[src/rtl/usb_pkg.sv]
// Shared types for the USB full-speed receive controller: decoded PID codes,
// raw on-wire PID nibbles and the receive FSM state encoding.
package usb_pkg;

  typedef enum logic [2:0] {
    PID_NONE  = 3'd0,
    PID_OUT   = 3'd1,
    PID_IN    = 3'd2,
    PID_DATA0 = 3'd3,
    PID_DATA1 = 3'd4,
    PID_ACK   = 3'd5,
    PID_NAK   = 3'd6,
    PID_STALL = 3'd7
  } rx_pid_t;

  localparam logic [3:0] RAW_OUT   = 4'b0001;
  localparam logic [3:0] RAW_IN    = 4'b1001;
  localparam logic [3:0] RAW_DATA0 = 4'b0011;
  localparam logic [3:0] RAW_DATA1 = 4'b1011;
  localparam logic [3:0] RAW_ACK   = 4'b0010;
  localparam logic [3:0] RAW_NAK   = 4'b1010;
  localparam logic [3:0] RAW_STALL = 4'b1110;

  typedef enum logic [2:0] {
    ST_IDLE,
    ST_SYNC,
    ST_PID,
    ST_TOKEN,
    ST_DATA,
    ST_EOP_WAIT,
    ST_DONE,
    ST_ERR
  } rx_ctrl_state_t;

endpackage

[src/rtl/usb_pid_decode.sv]
// Combinational PID check: upper nibble must be the complement of the lower
// nibble, and the lower nibble must be one of the supported PIDs.
module usb_pid_decode
  import usb_pkg::*;
(
  input  logic [7:0] i_rcv_data,
  output logic       o_valid,
  output rx_pid_t    o_pid
);

  always_comb begin
    o_valid = 1'b0;
    o_pid   = PID_NONE;
    if (i_rcv_data[7:4] == ~i_rcv_data[3:0]) begin
      o_valid = 1'b1;
      unique case (i_rcv_data[3:0])
        RAW_OUT:   o_pid = PID_OUT;
        RAW_IN:    o_pid = PID_IN;
        RAW_DATA0: o_pid = PID_DATA0;
        RAW_DATA1: o_pid = PID_DATA1;
        RAW_ACK:   o_pid = PID_ACK;
        RAW_NAK:   o_pid = PID_NAK;
        RAW_STALL: o_pid = PID_STALL;
        default:   o_valid = 1'b0;
      endcase
    end
  end

endmodule

[src/rtl/usb_rx_ctrl.sv]
// USB full-speed receive control FSM: validates SYNC/PID, gates payload bytes
// into the RX FIFO and checks EOP alignment and packet length.
module usb_rx_ctrl
  import usb_pkg::*;
#(
  parameter logic [7:0]  SYNC_BYTE      = 8'h80,
  parameter int unsigned MAX_DATA_BYTES = 64,
  parameter int unsigned CNT_W          = 7
) (
  input  logic             clk,
  input  logic             rst,
  input  logic             d_edge,
  input  logic             eop,
  input  logic             shift_enable,
  input  logic             byte_received,
  input  logic [7:0]       rcv_data,
  output logic             rcving,
  output logic             w_enable,
  output logic [2:0]       rx_packet,
  output logic             store_rx_packet,
  output logic             packet_done,
  output logic             r_error,
  output logic [CNT_W-1:0] byte_count
);

  localparam logic [CNT_W-1:0] CNT_SAT   = '1;
  localparam logic [CNT_W-1:0] CNT_LIMIT = CNT_W'(MAX_DATA_BYTES + 2);
  localparam logic [CNT_W-1:0] CNT_MIN   = CNT_W'(2);

  rx_ctrl_state_t   r_state, w_state_nxt;
  logic [2:0]       r_bits, w_bits_nxt, w_bits_eff;
  logic [1:0]       r_tok_cnt, w_tok_nxt;
  logic             r_eop_seen, w_eop_seen_nxt;
  logic             r_rst_hold;
  logic             w_rcving_nxt, w_wen_nxt, w_store_nxt, w_done_nxt, w_err_nxt;
  logic [2:0]       w_pkt_nxt;
  logic [CNT_W-1:0] w_cnt_nxt;
  logic             w_pid_valid;
  rx_pid_t          w_pid;

  usb_pid_decode u_pid_decode (
    .i_rcv_data (rcv_data),
    .o_valid    (w_pid_valid),
    .o_pid      (w_pid)
  );

  always_ff @(posedge clk or posedge rst) begin
    if (rst) begin
      r_state         <= ST_IDLE;
      r_bits          <= 3'd0;
      r_tok_cnt       <= 2'd0;
      r_eop_seen      <= 1'b0;
      r_rst_hold      <= 1'b1;
      rcving          <= 1'b0;
      w_enable        <= 1'b0;
      rx_packet       <= 3'd0;
      store_rx_packet <= 1'b0;
      packet_done     <= 1'b0;
      r_error         <= 1'b0;
      byte_count      <= '0;
    end else begin
      r_state         <= w_state_nxt;
      r_bits          <= w_bits_nxt;
      r_tok_cnt       <= w_tok_nxt;
      r_eop_seen      <= w_eop_seen_nxt;
      r_rst_hold      <= 1'b0;
      rcving          <= w_rcving_nxt;
      w_enable        <= w_wen_nxt;
      rx_packet       <= w_pkt_nxt;
      store_rx_packet <= w_store_nxt;
      packet_done     <= w_done_nxt;
      r_error         <= w_err_nxt;
      byte_count      <= w_cnt_nxt;
    end
  end

  always_comb begin
    w_state_nxt    = r_state;
    w_tok_nxt      = r_tok_cnt;
    w_eop_seen_nxt = r_eop_seen;
    w_rcving_nxt   = rcving;
    w_wen_nxt      = 1'b0;
    w_pkt_nxt      = rx_packet;
    w_store_nxt    = 1'b0;
    w_done_nxt     = 1'b0;
    w_err_nxt      = r_error;
    w_cnt_nxt      = byte_count;
    // A byte completing in the same cycle as eop counts as aligned
    w_bits_eff     = byte_received ? 3'd0 : r_bits;
    w_bits_nxt     = byte_received ? 3'd0 : (shift_enable ? r_bits + 3'd1 : r_bits);

    unique case (r_state)
      ST_IDLE: begin
        if (d_edge && !r_rst_hold) begin
          w_state_nxt    = ST_SYNC;
          w_rcving_nxt   = 1'b1;
          w_err_nxt      = 1'b0;
          w_cnt_nxt      = '0;
          w_bits_nxt     = 3'd0;
          w_tok_nxt      = 2'd0;
          w_eop_seen_nxt = 1'b0;
        end
      end
      ST_SYNC: begin
        if (eop) w_state_nxt = ST_ERR;
        else if (byte_received) w_state_nxt = (rcv_data == SYNC_BYTE) ? ST_PID : ST_ERR;
      end
      ST_PID: begin
        if (byte_received) begin
          if (!w_pid_valid) begin
            w_state_nxt = ST_ERR;
          end else begin
            w_pkt_nxt   = w_pid;
            w_store_nxt = 1'b1;
            if (w_pid == PID_DATA0 || w_pid == PID_DATA1) begin
              w_state_nxt = eop ? ST_ERR : ST_DATA;
            end else if (w_pid == PID_OUT || w_pid == PID_IN) begin
              w_state_nxt = eop ? ST_ERR : ST_TOKEN;
            end else begin
              w_state_nxt    = ST_EOP_WAIT;
              w_eop_seen_nxt = eop;
            end
          end
        end else if (eop) begin
          w_state_nxt = ST_ERR;
        end
      end
      ST_TOKEN: begin
        if (byte_received) begin
          if (r_tok_cnt == 2'd2) w_state_nxt = ST_ERR;
          else w_tok_nxt = r_tok_cnt + 2'd1;
        end
        if (eop && w_state_nxt == ST_TOKEN) begin
          if (w_bits_eff != 3'd0 || w_tok_nxt != 2'd2) begin
            w_state_nxt = ST_ERR;
          end else begin
            w_state_nxt    = ST_EOP_WAIT;
            w_eop_seen_nxt = 1'b1;
          end
        end
      end
      ST_DATA: begin
        // Payload plus CRC16 may not exceed MAX_DATA_BYTES+2 bytes
        if (byte_received) begin
          if (byte_count == CNT_LIMIT) begin
            w_state_nxt = ST_ERR;
          end else begin
            w_wen_nxt = 1'b1;
            w_cnt_nxt = (byte_count == CNT_SAT) ? byte_count : byte_count + CNT_W'(1);
          end
        end
        if (eop && w_state_nxt == ST_DATA) begin
          if (w_bits_eff != 3'd0 || w_cnt_nxt < CNT_MIN) begin
            w_state_nxt = ST_ERR;
          end else begin
            w_state_nxt    = ST_EOP_WAIT;
            w_eop_seen_nxt = 1'b1;
          end
        end
      end
      ST_EOP_WAIT: begin
        if (r_eop_seen) begin
          if (!eop && d_edge) begin
            w_state_nxt  = ST_DONE;
            w_done_nxt   = 1'b1;
            w_rcving_nxt = 1'b0;
          end
        end else if (byte_received) begin
          w_state_nxt = ST_ERR;
        end else if (eop) begin
          if (r_bits != 3'd0) w_state_nxt = ST_ERR;
          else w_eop_seen_nxt = 1'b1;
        end
      end
      ST_DONE: begin
        w_state_nxt = ST_IDLE;
      end
      ST_ERR: begin
        if (eop) begin
          w_eop_seen_nxt = 1'b1;
        end else if (r_eop_seen && d_edge) begin
          w_state_nxt  = ST_IDLE;
          w_rcving_nxt = 1'b0;
        end
      end
      default: begin
        w_state_nxt  = ST_IDLE;
        w_rcving_nxt = 1'b0;
      end
    endcase

    // Entering ERR: raise the sticky flag and remember whether eop is already on the bus
    if (w_state_nxt == ST_ERR && r_state != ST_ERR) begin
      w_err_nxt      = 1'b1;
      w_eop_seen_nxt = eop;
    end
  end

endmodule

[config.mk]
export PLATFORM = sky130hd
export DESIGN_NAME = usb_rx_ctrl
export DESIGN_NICKNAME = d
export VERILOG_FILES = /design/src/rtl/usb_pkg.sv /design/src/rtl/usb_pid_decode.sv /design/src/rtl/usb_rx_ctrl.sv
export SDC_FILE = /design/constraint.sdc
export NUM_CORES = 1
export LEC_CHECK = 0
export CAP_MARGIN = 20
export CORE_UTILIZATION = 35
export CTS_CLUSTER_SIZE = 25
export DETAILED_ROUTE_END_ITERATION = 10
export HOLD_SLACK_MARGIN = 0.1
export PLACE_DENSITY = 0.68
export SYNTH_ARGS = -nofsm -noshare
export SYNTH_HDL_FRONTEND = slang
export SYNTH_SLANG_ARGS = --single-unit
[constraint.sdc]
create_clock -name clk -period 2.25 [get_ports clk]
set_clock_uncertainty 0.05 [all_clocks]
set_input_delay 0.5625 -clock clk [delete_from_list [all_inputs] [get_ports clk]]
set_output_delay 0.5625 -clock clk [all_outputs]
set_load 0.05 [all_outputs]
==> results of run 1 <==
==> cell usage in the layout, fill, tap and decap left out, drive strengths merged, types with 2 or more instances in the layout <==
cell type / count
buf: 73
nand2: 28
dfrtp: 24
o21ai: 21
nor2: 20
inv: 14
a21oi: 13
clkdlybuf4s50: 10
clkbuf: 10
nor3: 9
nand3: 8
a31oi: 6
and3: 6
ha: 6
nor2b: 5
nand2b: 4
nor3b: 4
xor2: 4
o31ai: 4
nor4b: 3
o22ai: 3
dlygate4sd2: 3
dlymetal6s2s: 3
nor4: 3
o211ai: 3
nand4: 3
and4: 2
a221o: 2
a22oi: 2
mux2i: 2
xnor2: 2
a22o: 2
o311ai: 2
and2: 2
==> registers in the layout, summed over array words and instances (netlist names) <==
name,cells
r_tok_cnt,2
r_eop_seen,1
r_error,1
w_enable,1
rcving,1
byte_count,7
r_rst_hold,1
r_state,3
r_bits,3
packet_done,1
store_rx_packet,1
rx_packet,3
==> where the power goes <==
part,internal (uW),leakage [uW],switching [uW],total (uW)
registers,562,0.000316,142,703
logic,916,0.000983,997,1910
clock network,124,0.0000255,149,274
total,1600,0.00132,1290,2890
==> what timing repair did <==
action                                  CTS  global route
buffers inserted                          8             2
cloned                                    0             0
endpoints found under the setup margin    2             5
resized for setup                        40            34
hold buffers                              0             0
pin swaps                                17            18
==> layer usage <==
layer | part of all wire [%] | vias to the layer above | wire [um]
met1 | 44 | 1000 | 2530
met5 | 0 | - | 0
met2 | 49 | 54 | 2770
li1 | - | 1036 | -
met4 | 2.2 | 0 | 125
met3 | 4.5 | 12 | 254
==> kinds of logic (layout without fill, tap and decap cells) <==
logic type / Yosys count / count (layout) / synth area share (%)
compound gates: 68 / 68 / 23.7
xor+xnor: 6 / 6 / 4.47
fa+ha+maj: 6 / 6 / 3.89
buf+inv: 26 / 114 / 5.70
flops: 25 / 25 / 32.5
mux: 2 / 2 / 1.04
other cells: 1 / 1 / 0.194
simple gates: 102 / 102 / 28.6
==> per-stage QoR <==
step	area, um^2	util [%]	setup slack (ps)
2_1_floorplan	1940	-	13.8
3_3_place_gp	2680	51.5	-462
3_5_place_dp	2680	51.5	-511
4_1_cts	2890	55.5	0.301
5_1_grt	2940	56.5	-124
6_report	2940	56.5	-15.8
==> worst min path at each step <==
| stage | from | to | slack, ps | cells past startpoint |
|---|---|---|---|---|
| 2_1_floorplan | r_tok_cnt[0]$_DFFE_PP0P_ | r_tok_cnt[0]$_DFFE_PP0P_ | 420 | 1 |
| 3_3_place_gp | rx_packet[1]$_DFFE_PP0P_ | rx_packet[1]$_DFFE_PP0P_ | 410 | 2 |
| 3_5_place_dp | rx_packet[1]$_DFFE_PP0P_ | rx_packet[1]$_DFFE_PP0P_ | 410 | 2 |
| 4_1_cts | rx_packet[1]$_DFFE_PP0P_ | rx_packet[1]$_DFFE_PP0P_ | 440 | 2 |
| 5_1_grt | rx_packet[1]$_DFFE_PP0P_ | rx_packet[1]$_DFFE_PP0P_ | 460 | 2 |
| 6_report | rx_packet[1]$_DFFE_PP0P_ | rx_packet[1]$_DFFE_PP0P_ | 430 | 2 |
==> worst min-delay path, cell delays in order (launching register included) <==
cell and delay [ps]:
dfrtp_1 350, nand2_1 50, nand2_1 50
==> layout make-up <==
cell class                 count  area, um^2  area share [%]
multi-input combinational    185        1350            46.0
timing repair buffer          96         767            26.1
sequential                    25         633            21.5
tap                           70        87.6            2.98
inverter                      14        52.6            1.79
clock buffer                   3        41.3            1.40
clock inverter                 1        5.00           0.170
==> metrics.csv, run 1 <==
metric,value,unit
status,"complete, but fails checks",
violations,negative setup slack,
leakagePower,0.00132,uW
grt_usage,20.5,%
worstReg2RegEnd,r_eop_seen$_DFFE_PP0P_,
fmax,0.441,GHz
fin_hold_ws,430,ps
synth_area,1930,um^2
reg2reg_slack,-20,ps
antenna-diode-count,0,
clock_sink_count,25,
syn_nets,256,
critPathTopFamily,simple AND/OR/NAND/NOR gates,
worst-endpoint-required,2410,ps
grt_pass1_wl,9580,um
dieHeight,76.3,um
h-tree-depth,1,
drc,0,
synth_area_leaders,"dfrtp_1 (31%), nand2_1 (5.4%), o21ai_0 (4.9%), ha_1 (3.9%), nor2_1 (3.7%)",
clkTransAtPathRegs,90,ps
fin_total_pwr,2890,uW
slew_viol_final,0,
hpwl,4010,um
initial_core_util,37.1,%
path_depth,11,
hold_path.class,flop to flop,
globalplace.congestion,0.907,
synth_top_flop_cell,dfrtp_1,
crit_fanout,3,
fp-row-count,26,
finalNonFillerCells,394,
worstPathArrival,2430,ps
ys_ff_latch,25,
async_flop_share,100,%
p_per_area,983,nW/um^2
cts_root_buf,clkbuf_8,
layout.nets,345,
dp_cells,381,
synthCells,236,
critPathMaxStageDelay,460,ps
met3_usage,3.95,%
setup_viol,1,
io_buffers,28,
relSlewSlack,66.3,%
grt_max_degree,26,
synth_edf_count,0,
vias,2102,
grt_pass1_vias,2191,
fin_ws,-15.8,ps
wire_per_inst,14.4,um
cp_num_buf_inv,3,
antenna_found_initial,0,
met2_usage,34.4,%
max-cap-violations,0,
crit_chain,buf_6 -> inv_1 -> ha_2 -> nand3_4 -> and4b_1 -> o221ai_2 -> buf_4 -> and2_4 -> o21ai_1 -> and3_1 -> o21ai_2,
die_w,76.3,um
yosysMostFrequentCell,nand2_1,
cts_buffers,3,
ir_drop,0.508,mV
reg2reg_from,byte_count[0]$_DFFE_PP0P_,
period_share,101,%
cts.path.max_buffers,2,
synthTopCellsByCount,"nand2_1 (28), dfrtp_1 (24), nor2_1 (19), o21ai_0 (19), inv_1 (14)",
grt_remaining_overflow,0,
finalHoldViolCount,0,
design.core.area,5200,um^2
synth_area_per_cell,8.18,um^2
critPathSlowestCell,dfrtp_2,
post-route-min-period,2270,ps
setup_tns,-15.8,ps
startpoint,byte_count[0]$_DFFE_PP0P_,
grt_util_met1,25.2,%
worst_r2r_path_depth,11,
cts_tree,yes,
dieArea,5820,um^2
first_pass_iters,4,
cp-endpoint,r_eop_seen$_DFFE_PP0P_,
gr-max-usage-layer,met2,
layout-drive-gt1-share,38.3,%
vias_per_cell,5.34,
fillers,491,
io_pins,29,
drt_iter0_markers,130,
tightest_slew,504,ps
rsz0062_at_grt,true,
routed_wl,5680,um
path_class,flop to flop,
clock_latency,280,ps
ys_warn_count,0,
synth_seq_area_share,32.5,%
synthDistinctLibCells,57,
synth_top_area_share,31.1,%
crit_path_start_kind,flop,
synth_area_leader_cell,dfrtp_1,
end_kind,flop,
ant_nets,0,
area_delta_synth_final,52.2,%
(Power assumes the default switching activity.)
==> run 2, diff against run 1 <==
--- a/constraint.sdc
+++ b/constraint.sdc
@@ -4,2 +4,2 @@
 set_output_delay 0.5625 -clock clk [all_outputs]
-set_load 0.05 [all_outputs]
+set_load 0.01 [all_outputs]
==> run 2 against run 1 <==
The flow now finishes without violations. Hold slack improved by 9.6 ps. Die area unchanged. Sequential share of layout area decreased by 0.43 points. Power decreased by 5.1%. First-iteration DRC count increased by 25%. Final cell count decreased by 0.76%. Register-to-register slack improved by 90 ps. Highest routed layer unchanged.
==> metrics.csv, run 2 (synthesis gave the netlist of run 1 again) <==
metric,value,unit,change
worstReg2RegEnd,r_eop_seen$_DFFE_PP0P_,,
dieHeight,76.3,um,unchanged
critPathTopFamily,simple AND/OR/NAND/NOR gates,,
vias_per_cell,5.46,,+2.3%
layout_common_cells,"buf_4 (59), nand2_1 (27), dfrtp_1 (22), nor2_1 (19), clkdlybuf4s50_1 (17)",,
fp-row-count,26,,unchanged
antenna-diode-count,0,,unchanged
grt_max_degree,26,,unchanged
cts_root_buf,clkbuf_8,,
startpoint,rcv_data[4],,
crit_path_start_kind,input port,,
hold_path.class,flop to flop,,
grt_pass1_wl,8760,um,-8.6%
p_per_area,920,nW/um^2,-6.4%
dieArea,5820,um^2,unchanged
largest_register,byte_count,,
die_w,76.3,um,unchanged
fin_total_pwr,2740,uW,-5.1%
io_buffers,28,,unchanged
drt_iter0_markers,163,,+25%
grt_usage,18.4,%,-2.1 points
worst_r2r_path_depth,11,,unchanged
initial_core_util,37.1,%,unchanged
design.core.area,5200,um^2,unchanged
reg2reg_slack,80,ps,+90 ps
period_share,96.5,%,-4.2 points
reg2reg_from,r_bits[1]$_DFF_PP0_,,
end_kind,flop,,
leakagePower,0.00131,uW,-1.1%
first_pass_iters,4,,unchanged
cp-endpoint,r_eop_seen$_DFFE_PP0P_,,
max-cap-violations,0,,unchanged
globalplace.congestion,0.895,,-1.3%
antenna_found_initial,0,,unchanged
critPathMaxStageDelay,280,ps,-180 ps
cts_buffers,3,,unchanged
cts.path.max_buffers,2,,unchanged
hold_buffers,0,,unchanged
largest_reg_flops,7,,unchanged
io_pins,29,,unchanged
layout_commonest_cell,buf_4,,
layout-drive-gt1-share,34.3,%,-4.0 points
status,"finished, final reports clean",,
slew_viol_final,0,,unchanged
clkTransAtPathRegs,90,ps,about the same
ant_nets,0,,unchanged
clock_sink_count,25,,unchanged
crit_fanout,3,,unchanged
hpwl,3930,um,-2.1%
ir_drop,0.528,mV,+3.9%
critPathSlowestCell,clkdlybuf4s15_1,,
path_depth,10,,-1
crit_path_frequent_cell,o21ai_1,,
drc,0,,unchanged
h-tree-depth,1,,unchanged
worst-endpoint-required,2410,ps,about the same
layout.nets,342,,-0.87%
finalHoldViolCount,0,,unchanged
setup_viol,0,,-1
cts_tree,yes,,
path_class,input port to flop,,
grt_pass1_vias,1905,,-13%
area_delta_synth_final,54.4,%,
fmax,0.460,GHz,+4.3%
grt_remaining_overflow,0,,unchanged
worstPathArrival,2330,ps,-100 ps
cp_num_buf_inv,2,,-1
fillers,457,,-6.9%
crit_chain,clkdlybuf4s15_1 -> xor2_4 -> nand4_4 -> buf_6 -> o31ai_4 -> and4_1 -> and2_4 -> o21ai_1 -> and3_1 -> o21ai_1,,
vias,2133,,+1.5%
place_area,2670,um^2,-0.19%
final_area,2980,um^2,+1.4%
routed_wl,5680,um,about the same
wire_per_inst,14.5,um,+0.82%
clock_latency,270,ps,about the same
post-route-min-period,2170,ps,-93.7 ps
run 2: worst min-delay path by stage:
| stage | to | slack, ps | from | depth (start not counted) |
|---|---|---|---|---|
| floorplan | r_tok_cnt[0]$_DFFE_PP0P_ | 420 | r_tok_cnt[0]$_DFFE_PP0P_ | 1 |
| global placement | rx_packet[1]$_DFFE_PP0P_ | 420 | rx_packet[1]$_DFFE_PP0P_ | 2 |
| detailed placement | rx_packet[1]$_DFFE_PP0P_ | 410 | rx_packet[1]$_DFFE_PP0P_ | 2 |
| CTS | rx_packet[1]$_DFFE_PP0P_ | 440 | rx_packet[1]$_DFFE_PP0P_ | 2 |
| global route | rx_packet[1]$_DFFE_PP0P_ | 450 | rx_packet[1]$_DFFE_PP0P_ | 2 |
| finish | rx_packet[1]$_DFFE_PP0P_ | 440 | rx_packet[1]$_DFFE_PP0P_ | 2 |
run 2: tightest hold or removal path: cells and delay by family, from the launching register on:
| kind | cells | cell delay (ps) |
|---|---|---|
| DFF | 1 | 370 |
| and+or+nand+nor | 2 | 100 |
run 2: metrics by stage:
stage	setup TNS (ps)	worst slack [ps]	cells	util [%]	hold slack, ps
global placement	-4470	-548	378	51.4	418
floorplan	0	31.2	236	-	416
finish	0	77.9	391	57.3	440
global route	-44.6	-44.6	391	57.3	452
CTS	0	1.36	384	53.8	442
detailed placement	-4600	-569	378	51.4	413
run 2: where the power goes:
| group | leakage (uW) | switching, uW | internal, uW | total [uW] |
|---|---|---|---|---|
| combinational | 0.000967 | 865 | 904 | 1770 |
| sequential | 0.000321 | 133 | 559 | 692 |
| clock | 0.0000228 | 154 | 127 | 281 |
| total | 0.00131 | 1150 | 1590 | 2740 |
run 2: routing by layer:
metal / GRT usage (%) / vias to the layer above / wire length [um]
met2: 29.2 / 68 / 2810
met3: 2.51 / 6 / 262
li1: - / 1027 / -
met4: 5.58 / 0 / 58
met5: 0 / - / 0
met1: 25.7 / 1032 / 2550
run 2: area by class of cell:
cell class                 instances  area, um^2  share of cell area, %
sequential                        25         629                   21.1
clock buffer                       4        45.0                   1.51
inverter                          14        52.6                   1.76
timing repair buffer              93         791                   26.5
multi-input combinational        185        1380                   46.2
tap                               70        87.6                   2.94
run 2: repair_timing:
action,CTS,global route
endpoints found under the setup margin,6,2
endpoints found under the hold margin,0,0
pin swaps,9,20
buffers inserted,2,7
gates resized for setup,24,38
